`config.mk`:
```
export PLATFORM = sky130hd
export DESIGN_NAME = spi_frame_rx
export DESIGN_NICKNAME = d
export VERILOG_FILES = /design/src/rtl/spi_frame_rx.sv
export SDC_FILE = /design/constraint.sdc
export NUM_CORES = 1
export LEC_CHECK = 0
export CAP_MARGIN = 15
export CORE_MARGIN = 4
export CORE_UTILIZATION = 30
export CTS_BUF_LIST = sky130_fd_sc_hd__clkbuf_4 sky130_fd_sc_hd__clkbuf_8
export CTS_CLUSTER_SIZE = 16
export DETAILED_ROUTE_END_ITERATION = 12
export GPL_ROUTABILITY_DRIVEN = 0
export SLEW_MARGIN = 5
export SYNTH_ARGS = -nofsm -noshare
export SYNTH_HDL_FRONTEND = slang
export SYNTH_SLANG_ARGS = --single-unit
```
`constraint.sdc`:
```
create_clock -name clk -period 2.7 [get_ports clk]
set_input_delay 0.81 -clock clk [delete_from_list [all_inputs] [get_ports clk]]
set_output_delay 0.81 -clock clk [all_outputs]
set_load 0.01 [all_outputs]
```
`src/rtl/spi_frame_rx.sv`:
```
// SPI mode-0 slave front end: oversamples SCK/CS/MOSI on clk, assembles MSB-first frames,
// publishes good frames with address-decoded write strobes and echoes the last good frame on MISO.
module spi_frame_rx #(
  parameter int unsigned FRAME_BITS  = 16,
  parameter int unsigned ADDR_BITS   = 3,
  parameter int unsigned SYNC_STAGES = 2
) (
  input  logic                      clk,
  input  logic                      rst,
  input  logic                      sck,
  input  logic                      cs_n,
  input  logic                      mosi,
  output logic                      miso,
  output logic                      miso_oe,
  output logic [FRAME_BITS-1:0]     data,
  output logic                      data_rdy,
  output logic [2**ADDR_BITS-1:0]   wr_strobe,
  output logic                      frame_err
);

  localparam int unsigned STROBE_W = 2**ADDR_BITS;
  localparam int unsigned CNT_W    = $clog2(FRAME_BITS + 2);

  localparam logic [1:0] WAIT_IDLE = 2'd0;
  localparam logic [1:0] IDLE      = 2'd1;
  localparam logic [1:0] ACTIVE    = 2'd2;

  logic [SYNC_STAGES-1:0] sck_sync;
  logic [SYNC_STAGES-1:0] cs_sync;
  logic [SYNC_STAGES-1:0] mosi_sync;
  logic                   sck_d;
  logic                   cs_d;

  logic sck_s;
  logic cs_s;
  logic mosi_s;
  logic sck_rise;
  logic sck_fall;
  logic cs_rise;
  logic cs_fall;

  logic [1:0]            state_q;
  logic [1:0]            state_nx;
  logic [FRAME_BITS-1:0] shift_q;
  logic [FRAME_BITS-1:0] shift_nx;
  logic [FRAME_BITS-1:0] echo_q;
  logic [FRAME_BITS-1:0] echo_nx;
  logic [CNT_W-1:0]      cnt_q;
  logic [CNT_W-1:0]      cnt_nx;
  logic                  miso_nx;
  logic                  good_q;
  logic                  good_nx;
  logic                  bad_q;
  logic                  bad_nx;

  // Synchronizers reset low so a chip select held low across reset release never looks idle.
  always_ff @(posedge clk or posedge rst) begin
    if (rst) begin
      sck_sync  <= '0;
      cs_sync   <= '0;
      mosi_sync <= '0;
      sck_d     <= 1'b0;
      cs_d      <= 1'b0;
    end else begin
      sck_sync  <= {sck_sync[SYNC_STAGES-2:0], sck};
      cs_sync   <= {cs_sync[SYNC_STAGES-2:0], cs_n};
      mosi_sync <= {mosi_sync[SYNC_STAGES-2:0], mosi};
      sck_d     <= sck_sync[SYNC_STAGES-1];
      cs_d      <= cs_sync[SYNC_STAGES-1];
    end
  end

  assign sck_s    = sck_sync[SYNC_STAGES-1];
  assign cs_s     = cs_sync[SYNC_STAGES-1];
  assign mosi_s   = mosi_sync[SYNC_STAGES-1];
  assign sck_rise = sck_s & ~sck_d;
  assign sck_fall = ~sck_s & sck_d;
  assign cs_rise  = cs_s & ~cs_d;
  assign cs_fall  = ~cs_s & cs_d;

  // Frame FSM; sck edges coinciding with any cs_n edge are dropped.
  always_comb begin
    state_nx = state_q;
    shift_nx = shift_q;
    echo_nx  = echo_q;
    cnt_nx   = cnt_q;
    miso_nx  = 1'b0;
    good_nx  = 1'b0;
    bad_nx   = 1'b0;
    case (state_q)
      WAIT_IDLE: begin
        if (cs_s) state_nx = IDLE;
      end
      IDLE: begin
        if (cs_fall) begin
          cnt_nx   = '0;
          echo_nx  = data;
          miso_nx  = data[FRAME_BITS-1];
          state_nx = ACTIVE;
        end
      end
      ACTIVE: begin
        miso_nx = miso;
        if (cs_rise) begin
          state_nx = IDLE;
          miso_nx  = 1'b0;
          if (cnt_q == CNT_W'(FRAME_BITS)) good_nx = 1'b1;
          else                             bad_nx  = 1'b1;
        end else if (!cs_fall) begin
          if (sck_rise) begin
            shift_nx = {shift_q[FRAME_BITS-2:0], mosi_s};
            if (cnt_q != CNT_W'(FRAME_BITS + 1)) cnt_nx = cnt_q + CNT_W'(1);
          end
          if (sck_fall) begin
            echo_nx = {echo_q[FRAME_BITS-2:0], 1'b0};
            miso_nx = echo_q[FRAME_BITS-2];
          end
        end
      end
      default: state_nx = WAIT_IDLE;
    endcase
  end

  always_ff @(posedge clk or posedge rst) begin
    if (rst) begin
      state_q <= WAIT_IDLE;
      shift_q <= '0;
      echo_q  <= '0;
      cnt_q   <= '0;
      miso    <= 1'b0;
      miso_oe <= 1'b0;
      good_q  <= 1'b0;
      bad_q   <= 1'b0;
    end else begin
      state_q <= state_nx;
      shift_q <= shift_nx;
      echo_q  <= echo_nx;
      cnt_q   <= cnt_nx;
      miso    <= miso_nx;
      miso_oe <= (state_nx == ACTIVE);
      good_q  <= good_nx;
      bad_q   <= bad_nx;
    end
  end

  // Publish stage: one cycle after the frame verdict.
  always_ff @(posedge clk or posedge rst) begin
    if (rst) begin
      data      <= '0;
      data_rdy  <= 1'b0;
      wr_strobe <= '0;
      frame_err <= 1'b0;
    end else begin
      data_rdy  <= good_q;
      frame_err <= bad_q;
      if (good_q) begin
        data      <= shift_q;
        wr_strobe <= STROBE_W'(1) << shift_q[FRAME_BITS-1 -: ADDR_BITS];
      end else begin
        wr_strobe <= '0;
      end
    end
  end

endmodule

```
# Word-level counts from Yosys, hierarchy flattened
# Index checks and enable logic that the tools add are counted.
totals:
  ff_bits: 76
  in_bits: 5
  output_inout_bits: 28
  elab_cells: 75
classes:
  addsub: 1
  n_eq_ne: 13
  shifts: 1
  n_mux: 27
  n_bitwise: 10
  reduce_logical: 6
op_table:
  columns: ["cell", "n"]
  rows:
  - ["15-bit 2-to-1 mux", 4]
  - ["15-bit one-hot mux with 2 select lines", 1]
  - ["5-bit 2-to-1 mux", 5]
  - ["2-bit != test (second input constant)", 6]
  - ["1-bit 2-to-1 mux", 10]
  - ["5-bit one-hot mux with 2 select lines", 1]
  - ["8-bit 2-to-1 mux", 1]
  - ["1-bit by 3-bit left shift with 8-bit output (first input constant)", 1]
  - ["2-bit 2-to-1 mux", 3]
  - ["3-bit != test (second input constant)", 2]
  - ["1-bit NOT", 6]
  - ["2-bit one-hot mux with 3 select lines", 1]
  - ["6-bit AND reduction", 1]
  - ["5-bit by 1-bit adder with 5-bit output (second input constant)", 1]
  - ["5-bit equality test (second input constant)", 1]
  - ["5-bit != test (second input constant)", 1]
  - ["5-bit AND reduction", 1]
  - ["1-bit AND", 4]
  - ["2-bit equality test (second input constant)", 2]
  - ["4-bit AND reduction", 1]
  - ["2-bit by 1-bit equality test with 1-bit output (second input constant)", 1]
  - ["2-bit logical NOT", 1]
  - ["1-bit one-hot mux with 2 select lines", 1]
  - ["2-bit AND reduction", 1]
  - ["2-bit nonzero test", 1]

# Longest topological paths before layout
# Gate-level depths: netlist (run 1).
depth:
  ltp_word: 6
  depth_mapped: 8

# Worst setup path before layout (run 1)
# OpenSTA, ideal clock, no wires.
synth_timing:
  path_kind: "register to register"
  startpoint: "register cs_sync[1]"
  endpoint: "register echo_q[5]"
  arrival_time_ps: 1558
  required_time_ps: 2577
  setup_slack_ps: 1019
  path_stages_with_launch: 8
  n_path_buf: 2
  synth_period_minus_slack_ps: 1681
  path_cell_list: "dfrtp_1 > inv_1 > ha_1 > nor4b_4 > a21o_1 > buf_4 > buf_4 > a21oi_1"
synth_via:
  elab_chain_cells: 4
synth_rtl:
  columns: ["element", "line", "text"]
  rows:
  - ["from (decl)", "29", "logic [SYNC_STAGES-1:0] cs_sync;"]
  - ["from (signal assigned)", "66", "cs_sync <= {cs_sync[SYNC_STAGES-2:0], cs_n};"]
  - ["1-bit NOT", "79", "assign cs_fall = ~cs_s & cs_d;"]
  - ["1-bit AND", "79", null]
  - ["2-bit != test (no line)", null, null]
  - ["5-bit AND reduction (no line) *", null, null]
  - ["to (signal assigned)", "137", "echo_q <= echo_nx;"]
  - ["to (decl)", "46", "logic [FRAME_BITS-1:0] echo_q;"]
# Every way passes the cells marked *; elsewhere a longest branch is shown, timed or not.
# A chain may end at the register's enable or synchronous reset.

# Worst setup path in the final report (run 1)
layout_timing:
  startpoint: "register cs_sync[1]"
  endpoint: "register echo_q[6]"
# The elaborated chain is that of the path after synthesis.

==> results of run 1 <==
==> routing by layer <==
layer	part of all wire [%]	vias up	global-route usage, %
met5	0	-	0
li1	-	924	-
met3	4.7	9	3.262
met1	48	918	13.09
met2	45	34	14.69
met4	1.7	0	4.485
==> final cells by class <==
cell class	instances	area, µm²
fill	1017	6379
tap	136	170.2
clock inverter	4	95.09
timing repair buffer	37	382.9
inverter	11	45.04
sequential	76	1902
multi-input combinational	146	1145
clock buffer	12	158.9
==> where the power goes <==
group	switching [mW]	leakage (nW)	internal, mW
Combinational	0.283	0.611	0.237
Clock	0.387	0.130	0.674
Sequential	0.0866	1.01	1.29
Total	0.756	1.75	2.20
==> metrics by stage <==
step,util (%),cells
global placement,35.46,406
CTS,37.94,422
finish,37.94,422
detailed placement,35.46,406
floorplan,-,242
global route,37.94,422
==> sequential cells by signal, summed over array words and instances, names as in the netlist, 2 cells and up <==
signal     count
cnt_q          5
cs_sync        2
data          16
echo_q        15
mosi_sync      2
sck_sync       2
shift_q       16
state_q        2
wr_strobe      8
==> layout by cell type, fill, tap and decap left out <==
master,count
sky130_fd_sc_hd__buf_4,3
sky130_fd_sc_hd__o2bb2ai_1,1
sky130_fd_sc_hd__nand3_1,2
sky130_fd_sc_hd__mux2_2,32
sky130_fd_sc_hd__ha_1,11
sky130_fd_sc_hd__o41ai_2,1
sky130_fd_sc_hd__clkinvlp_4,1
sky130_fd_sc_hd__a21oi_1,17
sky130_fd_sc_hd__nand4b_2,1
sky130_fd_sc_hd__inv_1,10
sky130_fd_sc_hd__nor4b_4,1
sky130_fd_sc_hd__nor2_1,23
sky130_fd_sc_hd__bufinv_16,3
sky130_fd_sc_hd__buf_12,2
sky130_fd_sc_hd__and3b_1,1
sky130_fd_sc_hd__a21o_1,2
sky130_fd_sc_hd__o311ai_1,1
sky130_fd_sc_hd__o211ai_1,1
sky130_fd_sc_hd__a31oi_1,2
sky130_fd_sc_hd__nor2b_1,5
sky130_fd_sc_hd__mux2i_1,14
sky130_fd_sc_hd__nand2b_1,4
sky130_fd_sc_hd__a31o_2,1
sky130_fd_sc_hd__clkinv_2,1
sky130_fd_sc_hd__a211oi_1,2
sky130_fd_sc_hd__nand4b_1,1
sky130_fd_sc_hd__a2bb2oi_1,1
sky130_fd_sc_hd__clkbuf_8,11
sky130_fd_sc_hd__a32o_1,1
sky130_fd_sc_hd__nor3_1,4
sky130_fd_sc_hd__a22o_1,1
sky130_fd_sc_hd__nand2_1,10
sky130_fd_sc_hd__dfrtp_1,76
sky130_fd_sc_hd__clkdlybuf4s50_1,32
sky130_fd_sc_hd__o21ai_0,4
sky130_fd_sc_hd__a32oi_1,1
sky130_fd_sc_hd__nor2_2,1
sky130_fd_sc_hd__clkbuf_4,1
==> final timing paths <==
check                                         end  slack, ns
min reg2reg                   frame_err$_DFF_PP0_       0.35
max in group asynchronous         bad_q$_DFF_PP0_       1.45
max                         echo_q[6]$_DFFE_PP0P_       0.55
min                           frame_err$_DFF_PP0_       0.35
min in group asynchronous  wr_strobe[1]$_DFF_PP0_       0.92
max reg2reg                 echo_q[6]$_DFFE_PP0P_       0.55
==> logic make-up (layout without fill, tap and decap cells) <==
logic type,count (synthesis),in the layout,synth area share (%)
flip-flops,76,76,60.58
AO/OA/AOI/OAI,36,36,7.453
multiplexers,46,46,15.94
adder cells (fa/ha/maj),11,11,4.384
AND/OR/NAND/NOR,53,53,8.689
buffers and inverters,20,64,2.949
==> impl_metrics.sql, run 1 <==
INSERT INTO impl_metrics (metric_group, metric, value, unit) VALUES
('hold_path', 'min-delay-start', 'bad_q$_DFF_PP0_', ''),
('clock_tree', 'numCtsBuffers', '9', ''),
('placement', 'place_ws', '0.5365', 'ns'),
('clock_tree', 'post_cts_resized', '0', ''),
('sta', 'fin_skew', '0.007920', 'ns'),
('clock_tree', 'latest_clock_arrival_within_the_worst_skew_pair', '0.34', 'ns'),
('synthesis', 'synth_edf_count', '0', ''),
('synthesis', 'synth_seq_cells', '76', ''),
('sta', 'max_slew_margin', '60.89', '%'),
('synthesis', 'netlist_area', '3139', 'µm²'),
('floorplanning', 'die_width', '110.3', 'µm'),
('route', 'dr.pass1.iters', '4', ''),
('setup_path', 'critical_path.reg2reg.startpoint', 'cs_sync[1]$_DFF_PP0_', ''),
('route', 'drt_wl_total', '5478', 'µm'),
('synthesis', 'synth-async-reset-ratio', '100.0', '%'),
('route', 'first_iter_violations', '64', ''),
('placement', 'placement.cell_area', '3645', 'µm²'),
('global_route', 'grt_start_max_net_pins', '77', ''),
('final_layout', 'antenna_diodes', '0', ''),
('hold_path', 'hold_path_class', 'flip-flop to flip-flop', ''),
('synthesis', 'synth_top_cell_by_area', 'sky130_fd_sc_hd__dfrtp_1', ''),
('sta', 'timing.hold.ws', '0.3491', 'ns'),
('synthesis', 'synth.top_cells.by_area', 'sky130_fd_sc_hd__dfrtp_1 (61%), sky130_fd_sc_hd__mux2_2 (11%), sky130_fd_sc_hd__mux2i_1 (4.5%)', ''),
('synthesis', 'syn-num-nets', '258', ''),
('setup_path', 'worstPathCellList', 'inv_1, ha_1, nor4b_4, a21o_1, buf_12, nor2_1, a21oi_1', ''),
('setup_path', 'timing.critical_path.from_type', 'flip-flop', ''),
('placement', 'port-buffer-count', '32', ''),
('clock_tree', 'cts_max_path_buffers', '2', ''),
('final_layout', 'post-route-cell-area', '3899', 'µm²'),
('global_route', 'grt_overflow_total', '0', ''),
('power', 'vdd.ir_drop.worst', '0.3856', 'mV'),
('route', 'route.vias.total', '1885', ''),
('clock_tree', 'clock-sinks', '76', ''),
('setup_path', 'timing.critical_path.from', 'cs_sync[1]$_DFF_PP0_', ''),
('clock_tree', 'clkTransAtPathRegs', '0.07', 'ns'),
('setup_path', 'slowest_stage', 'sky130_fd_sc_hd__a21o_1', ''),
('synthesis', 'postSynthAreaPerCell', '12.97', 'µm²'),
('sta', 'post-route-worst-setup-slack', '0.5468', 'ns'),
('setup_path', 'path_buf_inv', '2', ''),
('setup_path', 'timing.critical_path.slowest_cell_delay', '0.45', 'ns'),
('global_route', 'global_route.usage.total', '9.880', '%'),
('power', 'p_total', '2.954', 'mW'),
('clock_tree', 'post_cts_buffers', '0', ''),
('global_route', 'grt_pass1_vias', '1873', ''),
('clock_tree', 'ctsHtreeMaxLevel', '3', ''),
('setup_path', 'arrival', '2.41', 'ns'),
('synthesis', 'post_synth_inst_count', '242', ''),
('setup_path', 'cp_num_cells', '7', ''),
('power', 'power_leakage', '1.752', 'nW'),
('floorplanning', 'dieHeight', '110.3', 'µm'),
('sta', 'min_period_over_period', '79.75', '%'),
('floorplanning', 'start_util', '30.55', '%'),
('setup_path', 'timing.critical_path.to_type', 'flip-flop', ''),
('sta', 'timing.setup.tns', '0', 'ns'),
('sta', 'timing_worst_slew_pin_value', '0.5845', 'ns'),
('route', 'detail_route.vias_per_cell', '4.467', ''),
('sta', 'final_setup_fails', '0', ''),
('synthesis', 'synth_sequential_area_ratio', '60.58', '%'),
('clock_tree', 'cts_tree', 'yes', ''),
('power', 'powerDensity', '757.7', 'nW/µm²'),
('clock_tree', 'hold_buffers', '0', ''),
('final_layout', 'layout.nets', '297', ''),
('run_status', 'outcome', 'completed', ''),
('final_layout', 'layout_cell_share_with_drive_strength_beyond_1', '20.63', '%'),
('sta', 'rsz0062_at_grt', 'false', ''),
('route', 'wire_per_inst', '12.98', 'µm'),
('setup_path', 'critical_path_required', '2.96', 'ns'),
('floorplanning', 'core_area', '10280', 'µm²'),
('setup_path', 'timing.critical_path.max_delay_family', 'compound AO/OA/AOI/OAI gates', ''),
('synthesis', 'synthMostInstantiatedCell', 'sky130_fd_sc_hd__dfrtp_1', ''),
('sta', 'achievable-frequency', '0.4644', 'GHz');
No activity file was read; power rests on OpenSTA's default activity.
==> inputs of run 2 (changes only) <==
==> constraint.sdc (replaced) <==
create_clock -name clk -period 2.1 [get_ports clk]
set_input_delay 0.63 -clock clk [delete_from_list [all_inputs] [get_ports clk]]
set_output_delay 0.63 -clock clk [all_outputs]
set_load 0.01 [all_outputs]
==> impl_metrics.sql, run 2 (synthesis gave the netlist of run 1 again) <==
INSERT INTO impl_metrics (metric_group, metric, value, unit) VALUES
('sta', 'slew_violations', '0', ''),
('clock_tree', 'cts_root_buf', 'sky130_fd_sc_hd__clkbuf_8', ''),
('power', 'power_switching', '999.6', 'µW'),
('route', 'dr.pass1.iters', '4', ''),
('sta', 'timing_worst_slew_pin_value', '0.4432', 'ns'),
('final_layout', 'multiInputGateArea', '1154', 'µm²'),
('route', 'detail_route.vias_per_cell', '4.444', ''),
('sta', 'fin_skew', '0.009860', 'ns'),
('global_route', 'grt_first_pass_wirelength', '9777', 'µm'),
('setup_path', 'setup.reg_to_reg.worst_slack', '0.21', 'ns'),
('final_layout', 'final-instance-count-excl-fill', '426', ''),
('global_route', 'grt_pass1_vias', '1962', ''),
('clock_tree', 'latest_clock_arrival_within_the_worst_skew_pair', '0.34', 'ns'),
('route', 'met2WireLength', '2601', 'µm'),
('route', 'detail_route.drc_violations', '0', ''),
('setup_path', 'timing.critical_path.max_delay_family', 'buffers and inverters', ''),
('global_route', 'antenna_found_initial', '0', ''),
('final_layout', 'layout_commonest_cell', 'sky130_fd_sc_hd__dfrtp_1', ''),
('placement', 'numPlacedInstances', '409', ''),
('final_layout', 'final-seq-area', '1902', 'µm²'),
('route', 'routedLengthMet1', '2758', 'µm'),
('power', 'comb_power_share', '18.4', '%'),
('setup_path', 'cp_num_cells', '1', ''),
('setup_path', 'timing.critical_path.from', 'data[9]$_DFFE_PP0P_', ''),
('sta', 'timing.setup.tns', '0', 'ns'),
('route', 'route.vias.total', '1893', ''),
('flow_run', 'maxCapViolations', '0', ''),
('hold_path', 'min-delay-start', 'bad_q$_DFF_PP0_', ''),
('floorplanning', 'start_util', '30.55', '%'),
('route', 'wl_met3', '262', 'µm'),
('setup_path', 'arrival', '1.29', 'ns'),
('setup_path', 'crit-reg2reg-capture', 'echo_q[4]$_DFFE_PP0P_', ''),
('sta', 'achievable-frequency', '0.5200', 'GHz'),
('placement', 'port-buffer-count', '32', ''),
('clock_tree', 'ctsHtreeMaxLevel', '3', ''),
('hold_path', 'worst_hold_path.num_cells', '0', ''),
('power', 'vdd.ir_drop.worst', '0.3143', 'mV'),
('final_layout', 'most-common-layout-cells', 'sky130_fd_sc_hd__dfrtp_1 (76), sky130_fd_sc_hd__mux2_2 (32), sky130_fd_sc_hd__clkdlybuf4s50_1 (32)', ''),
('final_layout', 'layout_cell_share_with_drive_strength_beyond_1', '21.72', '%'),
('clock_tree', 'cts_max_path_buffers', '2', ''),
('power', 'power_leakage', '1.768', 'nW'),
('sta', 'timing.final.hold_violations', '0', ''),
('setup_path', 'timing.critical_path.slowest_cell_delay', '0.56', 'ns'),
('power', 'intPower', '2.694', 'mW'),
('final_layout', 'area_growth_syn_to_layout', '24.91', '%'),
('floorplanning', 'io_pins', '33', ''),
('setup_path', 'worst-setup-path-type', 'flip-flop to primary output', ''),
('route', 'maxUsedRoutingLayer', 'met4', ''),
('setup_path', 'timing.critical_path.to_type', 'primary output', ''),
('placement', 'hpwlAfterDp', '3925', 'µm'),
('power', 'p_sw_share', '27.06', '%'),
('clock_tree', 'cts_tree', 'yes', ''),
('route', 'drt_wl_total', '5709', 'µm'),
('global_route', 'grt_start_max_net_pins', '31', ''),
('hold_path', 'hold_path_class', 'flip-flop to flip-flop', ''),
('route', 'wire_per_inst', '13.40', 'µm'),
('setup_path', 'timing.critical_path.from_type', 'flip-flop', ''),
('run_status', 'outcome', 'completed', ''),
('global_route', 'grt_overflow_total', '0', ''),
('floorplanning', 'die-area', '12170', 'µm²'),
('floorplanning', 'placementRows', '37', ''),
('floorplanning', 'die_width', '110.3', 'µm'),
('setup_path', 'critical_path_required', '1.47', 'ns'),
('power', 'powerDensity', '942.0', 'nW/µm²'),
('hold_path', 'hold-path-endpoint', 'frame_err$_DFF_PP0_', ''),
('sta', 'min_period_over_period', '91.57', '%'),
('route', 'first_iter_violations', '42', ''),
('setup_path', 'worstPathCellList', 'clkdlybuf4s50_1', ''),
('sta', 'period_minus_slack', '1.923', 'ns'),
('final_layout', 'fillCellCount', '1008', ''),
('power', 'clockPowerShare', '33.6', '%'),
('clock_tree', 'clkTransAtPathRegs', '0.08', 'ns'),
('setup_path', 'slowest_stage', 'sky130_fd_sc_hd__clkdlybuf4s50_1', ''),
('sta', 'rsz0062_at_grt', 'false', ''),
('setup_path', 'r2r.worst_path.cells', '7', ''),
('clock_tree', 'clock-sinks', '76', ''),
('floorplanning', 'core_area', '10280', 'µm²'),
('setup_path', 'critical_path.reg2reg.startpoint', 'state_q[0]$_DFF_PP0_', ''),
('sta', 'max_slew_margin', '70.45', '%'),
('final_layout', 'antenna_diodes', '0', ''),
('final_layout', 'largest_registers', 'data x16, shift_q x16, echo_q x15', ''),
('clock_tree', 'numCtsBuffers', '9', ''),
('setup_path', 'crit_path_max_fanout', '3', ''),
('floorplanning', 'dieHeight', '110.3', 'µm'),
('global_route', 'global_route.usage.total', '10.55', '%'),
('sta', 'final_setup_fails', '0', ''),
('final_layout', 'layout.nets', '301', ''),
('power', 'fraction_of_power_consumed_by_sequential_logic', '48.0', '%'),
('route', 'antenna_left', '0', ''),
('setup_path', 'path_buf_inv', '1', '');
run 2: cell types whose count changed in the layout (fill, tap and decap cells not counted):
cell | before | now
sky130_fd_sc_hd__clkinvlp_4 | 1 | 2
sky130_fd_sc_hd__buf_12 | 2 | 3
sky130_fd_sc_hd__bufinv_16 | 3 | 2
sky130_fd_sc_hd__nand4b_4 | 0 | 1
sky130_fd_sc_hd__clkbuf_4 | 1 | 2
sky130_fd_sc_hd__nand4b_2 | 1 | 0
sky130_fd_sc_hd__clkbuf_8 | 11 | 10
sky130_fd_sc_hd__buf_4 | 3 | 6
run 2: layout make-up:
class,instances,share of cell area [%]
timing repair buffer,41,10.85
clock inverter,4,1.851
inverter,11,1.149
tap,136,4.339
sequential,76,48.50
multi-input combinational,146,29.42
clock buffer,12,3.893
run 2: timing repair:
action,CTS,global route
setup buffers,0,1
hold endpoints to repair,0,0
hold buffers,0,0
resized for setup,0,1
setup endpoints to repair,0,10
run 2: power groups by stage:
stage	sequential (mW)	combinational (mW)	clock, mW
CTS	1.77	0.687	1.28
global route	1.80	0.778	1.34
finish	1.77	0.680	1.24
detailed placement	1.79	0.682	0
floorplan	1.77	0.523	0
global placement	1.79	0.659	0
run 2: how the worst max path moves through the flow:
stage                                   to  slack (ns)
floorplan            echo_q[5]$_DFFE_PP0P_        0.42
CTS                 shift_q[1]$_DFFE_PP0P_        0.09
global route        echo_q[10]$_DFFE_PP0P_        0.07
global placement    shift_q[4]$_DFFE_PP0P_        0.18
finish                             data[9]        0.18
detailed placement  shift_q[9]$_DFFE_PP0P_        0.13
run 2: metal layers:
metal  GRT usage, %  up-vias
met5              0        -
met4          4.749        0
met3          3.436        9
met2          15.90       26
met1          13.83      936
li1               -      922
run 2: stage by stage:
stage / worst slack [ns] / utilization, % / power [mW] / cell area, µm² / hold slack [ns]
after floorplan: 0.4192 / - / 2.292 / 3143 / 0.3312
after global placement: 0.1761 / 35.80 / 2.448 / 3680 / 0.3330
after detailed placement: 0.1298 / 35.80 / 2.476 / 3680 / 0.3358
after CTS: 0.09462 / 38.00 / 3.743 / 3905 / 0.3516
after global routing: 0.06860 / 38.15 / 3.915 / 3921 / 0.3598
final: 0.1770 / 38.15 / 3.694 / 3921 / 0.3476
==> inputs of run 3 (changes only) <==
--- a/config.mk
+++ b/config.mk
@@ -5,7 +5,7 @@
 export SDC_FILE = /design/constraint.sdc
 export NUM_CORES = 1
 export LEC_CHECK = 0
-export CAP_MARGIN = 15
+export CAP_MARGIN = 20
 export CORE_MARGIN = 4
 export CORE_UTILIZATION = 30
 export CTS_BUF_LIST = sky130_fd_sc_hd__clkbuf_4 sky130_fd_sc_hd__clkbuf_8
==> results of run 3 <==
Final layout, timing and power as in run 2 (identical DEF).
